[src/rtl/arb_pkg.sv]
// Shared encodings and default widths for the cache/memory arbiter.
package arb_pkg;

  localparam int ADDR_W_DEF       = 28;
  localparam int LINE_W_DEF       = 128;
  localparam int STARVE_LIMIT_DEF = 4;
  localparam int STARVE_CNT_W     = 3;

  typedef enum logic [1:0] {
    IDLE    = 2'd0,
    GRANT_I = 2'd1,
    GRANT_D = 2'd2,
    RESP    = 2'd3
  } arb_state_e;

  typedef enum logic {
    OWN_I = 1'b0,
    OWN_D = 1'b1
  } arb_owner_e;

  typedef enum logic {
    OP_READ  = 1'b0,
    OP_WRITE = 1'b1
  } arb_op_e;

  function automatic logic is_grant(arb_state_e s);
    return (s == GRANT_I) || (s == GRANT_D);
  endfunction

endpackage

[src/rtl/arb_starve_counter.sv]
// Counts D grants taken while an I refill waits; raises force_i_o once the limit is hit.
module arb_starve_counter
  import arb_pkg::*;
#(
  parameter int STARVE_LIMIT = STARVE_LIMIT_DEF
) (
  input  logic clk,
  input  logic rst_n,
  input  logic d_grant_i,
  input  logic i_grant_i,
  input  logic i_pend_i,
  output logic force_i_o
);

  logic [STARVE_CNT_W-1:0] cnt_q, cnt_d;

  always_comb begin
    cnt_d = cnt_q;
    if (i_grant_i) begin
      cnt_d = '0;
    end else if (d_grant_i && i_pend_i && (cnt_q != '1)) begin
      cnt_d = cnt_q + 1'b1;
    end
  end

  always_ff @(posedge clk or posedge rst_n) begin
    if (rst_n) begin
      cnt_q <= '0;
    end else begin
      cnt_q <= cnt_d;
    end
  end

  assign force_i_o = i_pend_i && (cnt_q >= STARVE_CNT_W'(STARVE_LIMIT));

endmodule

[src/rtl/cache_mem_arbiter.sv]
// Single-port memory arbiter for I-cache refill and D-cache refill/write-back, D priority.
// Define ARB_STARVE_GUARD_EN to let a waiting I refill win after STARVE_LIMIT D grants.
module cache_mem_arbiter
  import arb_pkg::*;
#(
  parameter int ADDR_W       = ADDR_W_DEF,
  parameter int LINE_W       = LINE_W_DEF,
  parameter int STARVE_LIMIT = STARVE_LIMIT_DEF
) (
  input  logic              clk,
  input  logic              rst_n,
  input  logic              i_mem_read,
  input  logic [ADDR_W-1:0] i_mem_addr,
  output logic [LINE_W-1:0] i_mem_rdata,
  output logic              i_mem_ready,
  input  logic              d_mem_read,
  input  logic              d_mem_write,
  input  logic [ADDR_W-1:0] d_mem_addr,
  input  logic [LINE_W-1:0] d_mem_wdata,
  output logic [LINE_W-1:0] d_mem_rdata,
  output logic              d_mem_ready,
  output logic              mem_read,
  output logic              mem_write,
  output logic [ADDR_W-1:0] mem_addr,
  output logic [LINE_W-1:0] mem_wdata,
  input  logic [LINE_W-1:0] mem_rdata,
  input  logic              mem_ready,
  output logic              busy
);

  if (STARVE_LIMIT < 1 || STARVE_LIMIT > 7) begin : g_bad_limit
    $error("STARVE_LIMIT must fit the 3-bit starvation counter");
  end

  arb_state_e        state_q, state_d;
  arb_owner_e        owner_q, owner_d;
  arb_op_e           op_q, op_d;
  logic [ADDR_W-1:0] addr_q, addr_d;
  logic [LINE_W-1:0] wdata_q, wdata_d;
  logic [LINE_W-1:0] i_rdata_q, i_rdata_d;
  logic [LINE_W-1:0] d_rdata_q, d_rdata_d;

  logic d_req, force_i, pick_d, pick_i, take_d, take_i;

  assign d_req  = d_mem_read | d_mem_write;
  assign pick_d = d_req & ~force_i;
  assign pick_i = i_mem_read & ~pick_d;
  assign take_d = (state_q == IDLE) & pick_d;
  assign take_i = (state_q == IDLE) & pick_i;

`ifdef ARB_STARVE_GUARD_EN
  arb_starve_counter #(
    .STARVE_LIMIT(STARVE_LIMIT)
  ) u_starve (
    .clk      (clk),
    .rst_n    (rst_n),
    .d_grant_i(take_d),
    .i_grant_i(take_i),
    .i_pend_i (i_mem_read),
    .force_i_o(force_i)
  );
`else
  assign force_i = 1'b0;
`endif

  // NOTE: every _d gets its hold value first so no path leaves it unassigned (no latch).
  always_comb begin
    state_d   = state_q;
    owner_d   = owner_q;
    op_d      = op_q;
    addr_d    = addr_q;
    wdata_d   = wdata_q;
    i_rdata_d = i_rdata_q;
    d_rdata_d = d_rdata_q;
    unique case (state_q)
      IDLE: begin
        if (pick_d) begin
          owner_d = OWN_D;
          op_d    = d_mem_write ? OP_WRITE : OP_READ;  // write-back before refill
          addr_d  = d_mem_addr;
          wdata_d = d_mem_wdata;
          state_d = GRANT_D;
        end else if (pick_i) begin
          owner_d = OWN_I;
          op_d    = OP_READ;
          addr_d  = i_mem_addr;
          wdata_d = '0;
          state_d = GRANT_I;
        end
      end
      GRANT_I, GRANT_D: begin
        if (mem_ready) begin
          state_d = RESP;
          if (op_q == OP_READ) begin
            if (owner_q == OWN_I) i_rdata_d = mem_rdata;
            else                  d_rdata_d = mem_rdata;
          end
        end
      end
      RESP:    state_d = IDLE;
      default: state_d = IDLE;
    endcase
  end

  // NOTE: the line registers are reset too, because their outputs must read 0 after reset.
  // NOTE: state registers use non-blocking assignments so all flops update together.
  always_ff @(posedge clk or posedge rst_n) begin
    if (rst_n) begin
      state_q   <= IDLE;
      owner_q   <= OWN_I;
      op_q      <= OP_READ;
      addr_q    <= '0;
      wdata_q   <= '0;
      i_rdata_q <= '0;
      d_rdata_q <= '0;
    end else begin
      state_q   <= state_d;
      owner_q   <= owner_d;
      op_q      <= op_d;
      addr_q    <= addr_d;
      wdata_q   <= wdata_d;
      i_rdata_q <= i_rdata_d;
      d_rdata_q <= d_rdata_d;
    end
  end

  // Strobes decode straight from state so an async reset drops them at once.
  assign mem_read    = is_grant(state_q) && (op_q == OP_READ);
  assign mem_write   = is_grant(state_q) && (op_q == OP_WRITE);
  assign mem_addr    = addr_q;
  assign mem_wdata   = wdata_q;
  assign i_mem_rdata = i_rdata_q;
  assign d_mem_rdata = d_rdata_q;
  assign i_mem_ready = (state_q == RESP) && (owner_q == OWN_I);
  assign d_mem_ready = (state_q == RESP) && (owner_q == OWN_D);
  assign busy        = (state_q != IDLE);

endmodule

[config.mk]
export PLATFORM = sky130hd
export DESIGN_NAME = cache_mem_arbiter
export DESIGN_NICKNAME = d
export VERILOG_FILES = /design/src/rtl/arb_pkg.sv /design/src/rtl/arb_starve_counter.sv /design/src/rtl/cache_mem_arbiter.sv
export SDC_FILE = /design/constraint.sdc
export NUM_CORES = 1
export LEC_CHECK = 0
export BUFFER_PORTS_ARGS = -buffer_cell sky130_fd_sc_hd__buf_4
export CAP_MARGIN = 20
export CORE_AREA = 5 5 283 285
export DETAILED_ROUTE_END_ITERATION = 10
export DIE_AREA = 0 0 288 290
export HOLD_SLACK_MARGIN = 0.03
export PLACE_DENSITY_LB_ADDON = 0.05
export SYNTH_ARGS = -nofsm -noshare
export SYNTH_HDL_FRONTEND = slang
export SYNTH_SLANG_ARGS = --single-unit
[constraint.sdc]
create_clock -name clk -period 16 [get_ports clk]
set_clock_uncertainty 0.05 [all_clocks]
set_input_delay 1.6 -clock clk [delete_from_list [all_inputs] [get_ports clk]]
set_output_delay 1.6 -clock clk [all_outputs]
set_load 0.01 [all_outputs]
==> results of run 1 <==
-- per-layer routing --
metal | track usage, % | vias to the layer above
li1 | - | 5006
met1 | 15.06 | 5514
met2 | 26.57 | 442
met3 | 6.020 | 68
met4 | 3.330 | 2
met5 | 0 | -
-- through the flow --
stage | hold WS [ns] | power (mW) | util, % | area [sq um] | instances
after floorplan | 0.4544 | 2.950 | - | 15650 | 973
after global placement | 0.4172 | 4.253 | 28.63 | 22070 | 2695
after detailed placement | 0.4226 | 4.257 | 28.63 | 22070 | 2695
after CTS | 0.4352 | 5.453 | 30.78 | 23720 | 2783
after global routing | 0.4532 | 5.649 | 30.85 | 23780 | 2787
final | 0.4311 | 5.317 | 30.86 | 23790 | 2789
-- how the worst min path moves through the flow --
stage / endpoint / slack [ns] / cells past startpoint
2_1_floorplan: state_q[1] / 0.45 / 1
3_3_place_gp: mem_addr[10] / 0.42 / 2
3_5_place_dp: mem_addr[10] / 0.42 / 2
4_1_cts: mem_addr[10] / 0.44 / 2
5_1_grt: mem_addr[7] / 0.45 / 2
6_report: mem_addr[0] / 0.43 / 2
-- where the power goes --
part           internal, mW  switching (mW)  total [mW]
sequential             1.58           0.297        1.88
combinational          1.21            1.08        2.28
clock                 0.701           0.453        1.15
total                  3.49            1.83        5.32
-- tightest hold or removal path, cell delays in order (launching register included) --
cell	delay [ns]
dfrtp_1	0.34
nand2_1	0.05
o21ai_0	0.06
-- synthesized netlist by cell type --
master	n	share of area (%)
nor2_1	1	0.024
o22ai_1	1	0.040
nor2b_1	1	0.040
nand2_1	29	0.70
a21o_1	1	0.048
mux2_2	254	18
buf_4	1	0.048
a221o_1	1	0.064
nor2b_4	1	0.088
inv_1	5	0.12
a22o_1	129	7.2
and2_1	1	0.040
and3b_2	1	0.064
o21ai_0	28	0.90
buf_8	2	0.19
a221oi_1	1	0.056
o31ai_4	1	0.14
dfrtp_1	416	67
and2_2	1	0.048
clkbuf_8	11	0.97
buf_2	30	0.96
ha_1	2	0.16
mux2i_1	28	1.8
mux2_4	2	0.19
buf_6	14	1.0
nor2_2	1	0.040
nand3_2	1	0.064
clkbuf_1	7	0.17
a21oi_1	2	0.064
-- layout make-up --
| class | instances | area share (%) |
|---|---|---|
| tap | 1040 | 5.471 |
| clock buffer | 80 | 6.465 |
| antenna | 3 | 0.03156 |
| inverter | 5 | 0.1105 |
| clock inverter | 8 | 0.4840 |
| timing repair buffer | 750 | 23.81 |
| sequential | 416 | 43.77 |
| multi-input combinational | 487 | 19.86 |
-- logic make-up (layout without fill, tap and decap cells) --
kind of cell | after synthesis | after routing | synth area share, %
flip-flops | 416 | 416 | 66.50
AND/OR/NAND/NOR | 37 | 37 | 1.103
AO/OA/AOI/OAI | 164 | 164 | 8.521
buffers and inverters | 70 | 843 | 3.461
multiplexers | 284 | 284 | 20.25
other | 0 | 3 | 0
adder cells (fa/ha/maj) | 2 | 2 | 0.1598
-- flip-flops by register name, indices dropped and copies added (netlist names) --
| register | cells |
|---|---|
| d_mem_rdata | 128 |
| i_mem_rdata | 128 |
| mem_wdata | 128 |
| mem_addr | 28 |
| state_q | 2 |
| op_q | 1 |
| owner_q | 1 |
==> key figures, run 1 <==
Status
  • Status: complete, no violations

Final layout
  • Ratio of cells with drive above 1 in the final layout: 62.20%
  • Area growth syn-to-layout: 51.95%
  • Commonest non-fill, non-tap cell in the layout: buf_4
  • Commonest non-fill, non-tap cells in the layout: buf_4, dfrtp_1, mux2_2
  • # fillers: approximately 8000
  • Register area: approximately 10000 sq um
  • Net count, final: between 2000 and 2500
  • Multi-input gate area: roughly 4700 sq um

Setup path
  • CP dominant cell by count: buf_4
  • Reg-to-Reg End: mem_wdata[81]
  • Setup Crit Path Kind: input pin to asynchronous set/reset pin
  • WP depth: 6
  • CP endpoint: i_mem_rdata[96]
  • WP buf/inv: 6
  • Crit path DAT: roughly 4.8 ns
  • Reg-to-Reg Start: state_q[0]
  • Worst Setup SP: rst_n
  • Critical path's slowest cell: buf_4
  • Crit path largest cell delay: about 0.8 ns
  • CP top delay family: buffers and inverters
  • Startpoint types: input pin
  • Crit-path max FO: approximately 120
  • Endpoint type of the worst setup path: asynchronous set/reset pin
  • R2R setup slack: 13.00 ns
  • Worst reg2reg path depth: 7
  • CP cell instances: buf_4 -> inv_8 -> buf_4 -> buf_4 -> buf_4 -> buf_12
  • Critical Path RT: around 17 ns

Timing
  • Final WS setup: 11.85 ns
  • Final setup TNS: 0 ns
  • Final Hold Viols: 0
  • Final Setup Violations: 0
  • RSZ-0062 raised after global routing: no
  • Slew @ Worst Pin: about 1.1 ns
  • Max Clock Freq: approximately 0.24 GHz
  • Final Slew Violations: 0
  • Slew headroom: 27.50%
  • Final min period: 4.145 ns
  • Period Utilization, post-route: 25.91%

Global routing
  • GRT overflow: 0
  • GRT Util Overall: 14.36%
  • Pin count of the biggest net entering global routing: around 120
  • First-pass GRT wire length: 89.40 mm
  • Number of global-route vias before repair: 12450
  • Antenna violations before repair: 4

Drt
  • Final WL: ~62 mm
  • Drt first-iter violations: 260
  • Vias/cell: 3.956
  • DR WL met2: around 33 mm
  • Uppermost layer routed: met5
  • M1 WL: 21.78 mm
  • TritonRoute pass-1 iters: 4
  • Wire length per cell: approximately 22 um
  • Via Count: 11030
  • Met3 Wirelength: 6.159 mm
  • Antenna-violating nets left: 0
  • DRC Markers: 0

Place
  • DP Worst Slack: approximately 11 ns
  • Port Buf Inserts: between 700 and 800
  • RD Place Congestion: between 0.7 and 0.8
  • Final HPWL DP: between 40 and 50 mm

Synthesis
  • Seq/Total Area, Yosys: between 60% and 70%
  • Yosys Warn Count: 0
  • Synth Cell Area: 15650 sq um
  • Cells after synthesis: 973
  • Synthesized flop and latch total: ~420
  • Synthesized Nets: roughly 1300
  • Netlist cell types: 29
  • Syn avg cell area: roughly 16 sq um

Worst hold path
  • Hold Path Class: register to register
  • Hold Path Origin: mem_addr[0]

Floorplanning
  • Core Rows: ~100
  • Core area: about 77000 sq um
  • Initial Utilization: between 20% and 30%
  • Die H: a little under 300 um
  • Top Ports: around 740
  • Die Footprint: about 84000 sq um
  • Die width: approximately 290 um

Power and ir drop
  • Leak pwr: 11.38 nW
  • Power density cells: approximately 220 nW/um^2
  • Max IR drop VDD: a little under 0.1 mV

CTS
  • Worst skew pair latency: approximately 0.57 ns
  • Setup bufs post-CTS: 0
  • Buffer depth of the longest clock path: 3
  • TritonCTS Buffers: 52
  • Post-CTS sizing: 0
  • Clock transition at path regs: approximately 0.050 ns
  • CTS hold repair buffers: 0
  • H-tree Lvls: 2
  • Sink Count: 416
  • CTS tree: done
  • Root Driver: clkbuf_16

Job
  • MaxCap Viol Count: 0
Note: power is estimated with default switching activity, not from simulation.
==> run 2, diff against run 1 <==
Clock period 16 ns to 4.01 ns, I/O delays scaled along.
==> key figures, run 2 (synthesis gave the netlist of run 1 again) <==
Floorplanning
  • Core area: between 70000 and 80000 sq um
  • Die H: between 200 and 300 um
  • Die Footprint: around 84000 sq um
  • Initial Utilization: roughly 20%
  • Die width: around 290 um
  • Top Ports: between 700 and 800
  • Core Rows: 102

Drt
  • Wire length per cell: 21.25 um
  • Final WL: 65.14 mm
  • Vias/cell: roughly 4
  • DRC Markers: 0
  • Via Count: around 12000
  • TritonRoute pass-1 iters: 4
  • Drt first-iter violations: approximately 310
  • Antenna-violating nets left: 0

Timing
  • Final Setup Violations: 0
  • Final Slew Violations: 0
  • Final Hold Viols: 0
  • Slew headroom: 27.33%
  • Final WS setup: 1.375 ns
  • Final min period: approximately 2.6 ns
  • Period Utilization, post-route: 65.72%
  • Slew @ Worst Pin: approximately 1.1 ns
  • RSZ-0062 raised after global routing: no
  • Final setup TNS: 0 ns
  • Max Clock Freq: 0.3795 GHz

Final layout
  • Final Util: 34.67%
  • Area growth syn-to-layout: 70.74%
  • Multi-input gate area: 4725 sq um
  • Register area: around 10000 sq um
  • Net count, final: 2298
  • Commonest non-fill, non-tap cells in the layout: buf_4, dfrtp_1, dlygate4sd3_1
  • # fillers: slightly below 8000
  • Commonest non-fill, non-tap cell in the layout: buf_4
  • Ratio of cells with drive above 1 in the final layout: a little over half

Setup path
  • Endpoint type of the worst setup path: register
  • Startpoint types: register
  • Reg-to-Reg Start: state_q[0]
  • Worst Setup SP: state_q[0]
  • Critical Path RT: roughly 4.5 ns
  • Setup Crit Path Kind: register to register
  • Crit-path max FO: between 60 and 70
  • Crit path DAT: about 3.1 ns

CTS
  • Buffer depth of the longest clock path: 3
  • H-tree Lvls: 2
  • Clock transition at path regs: ~0.060 ns
  • TritonCTS Buffers: 52
  • CTS tree: done
  • Post-CTS sizing: 0
  • Root Driver: clkbuf_16
  • Worst skew pair latency: 0.57 ns
  • Sink Count: 416
  • Setup bufs post-CTS: 0
  • CTS hold repair buffers: between 200 and 300

Global routing
  • Number of global-route vias before repair: roughly 14000
  • GRT Util Overall: between 15 and 20%
  • GRT overflow: 0
  • Pin count of the biggest net entering global routing: between 100 and 150
  • First-pass GRT wire length: about 95 mm
  • Antenna violations before repair: 5

Place
  • RD Place Congestion: roughly 0.76
  • Port Buf Inserts: approximately 730
  • Final HPWL DP: between 40 and 50 mm
  • DP Worst Slack: roughly 1.3 ns

Power and ir drop
  • Power density cells: about 820 nW/um^2
  • Max IR drop VDD: between 0.4 and 0.5 mV
  • Final Total Pwr: roughly 22 mW
  • Leak pwr: ~13 nW

Job
  • MaxCap Viol Count: 0

Worst hold path
  • Hold Path Origin: d_mem_addr[17]
  • Hold Path Class: input pin to register

Status
  • Status: complete, no violations
-- run 2: changes by cell type in the layout (fill, tap and decap cells not counted) --
cell / previous run / this run
clkbuf_1: 16 / 12
buf_8: 1 / 0
dlygate4sd3_1: 0 / 265
buf_12: 2 / 8
diode_2: 3 / 4
bufinv_16: 3 / 9
clkinv_2: 5 / 9
buf_4: 747 / 743
clkinvlp_4: 0 / 3
clkbuf_8: 11 / 10
inv_6: 0 / 2
-- run 2: final timing paths --
| path | cells after the start | slack [ns] | endpoint |
|---|---|---|---|
| setup reg to reg | 6 | 1.37 | mem_wdata[63] |
| min in group asynchronous | 3 | 0.25 | mem_wdata[10] |
| hold / removal | 3 | 0.08 | mem_addr[17] |
| max in group asynchronous | 5 | 2.34 | i_mem_rdata[82] |
| hold reg to reg | 2 | 0.43 | mem_addr[8] |
| setup / recovery | 6 | 1.37 | mem_wdata[63] |
-- run 2: report_power, final --
group          total, mW  internal, mW  switching (mW)
combinational       9.43          5.02            4.40
sequential          7.48          6.32            1.17
clock               5.09          3.19            1.90
-- run 2: metrics by stage --
step | hold slack, ns | cells | instance area (sq um)
2_1_floorplan | 0.4531 | 973 | 15660
3_3_place_gp | 0.2866 | 2699 | 22200
3_5_place_dp | 0.2856 | 2699 | 22200
4_1_cts | 0.03128 | 3062 | 26720
5_1_grt | 0.04855 | 3065 | 26720
6_report | 0.07783 | 3066 | 26730
-- run 2: worst max-delay path: stages, from the launching register on --
cell and delay, ns:
dfrtp_1 0.38, inv_1 0.08, ha_1 0.28, inv_1 0.14, nor2_4 0.65, buf_4 0.69, a22o_1 0.24
-- run 2: area by class of cell --
class                   count  share of cell area (%)
flip-flops and latches    416                   38.95
clock buffers              75                   5.646
inverters                   5                 0.08427
diodes                      4                 0.03745
multi-input cells         487                   17.68
repair buffers           1016                   31.39
well taps                1040                   4.869
clock inverters            23                   1.344
-- run 2: metal layers --
layer | global-route usage [%] | part of all wire [%]
met1 | 16.30 | 36
met5 | 0 | 0.020
met4 | 4.377 | 3.0
met2 | 27.17 | 52
met3 | 5.683 | 9.1
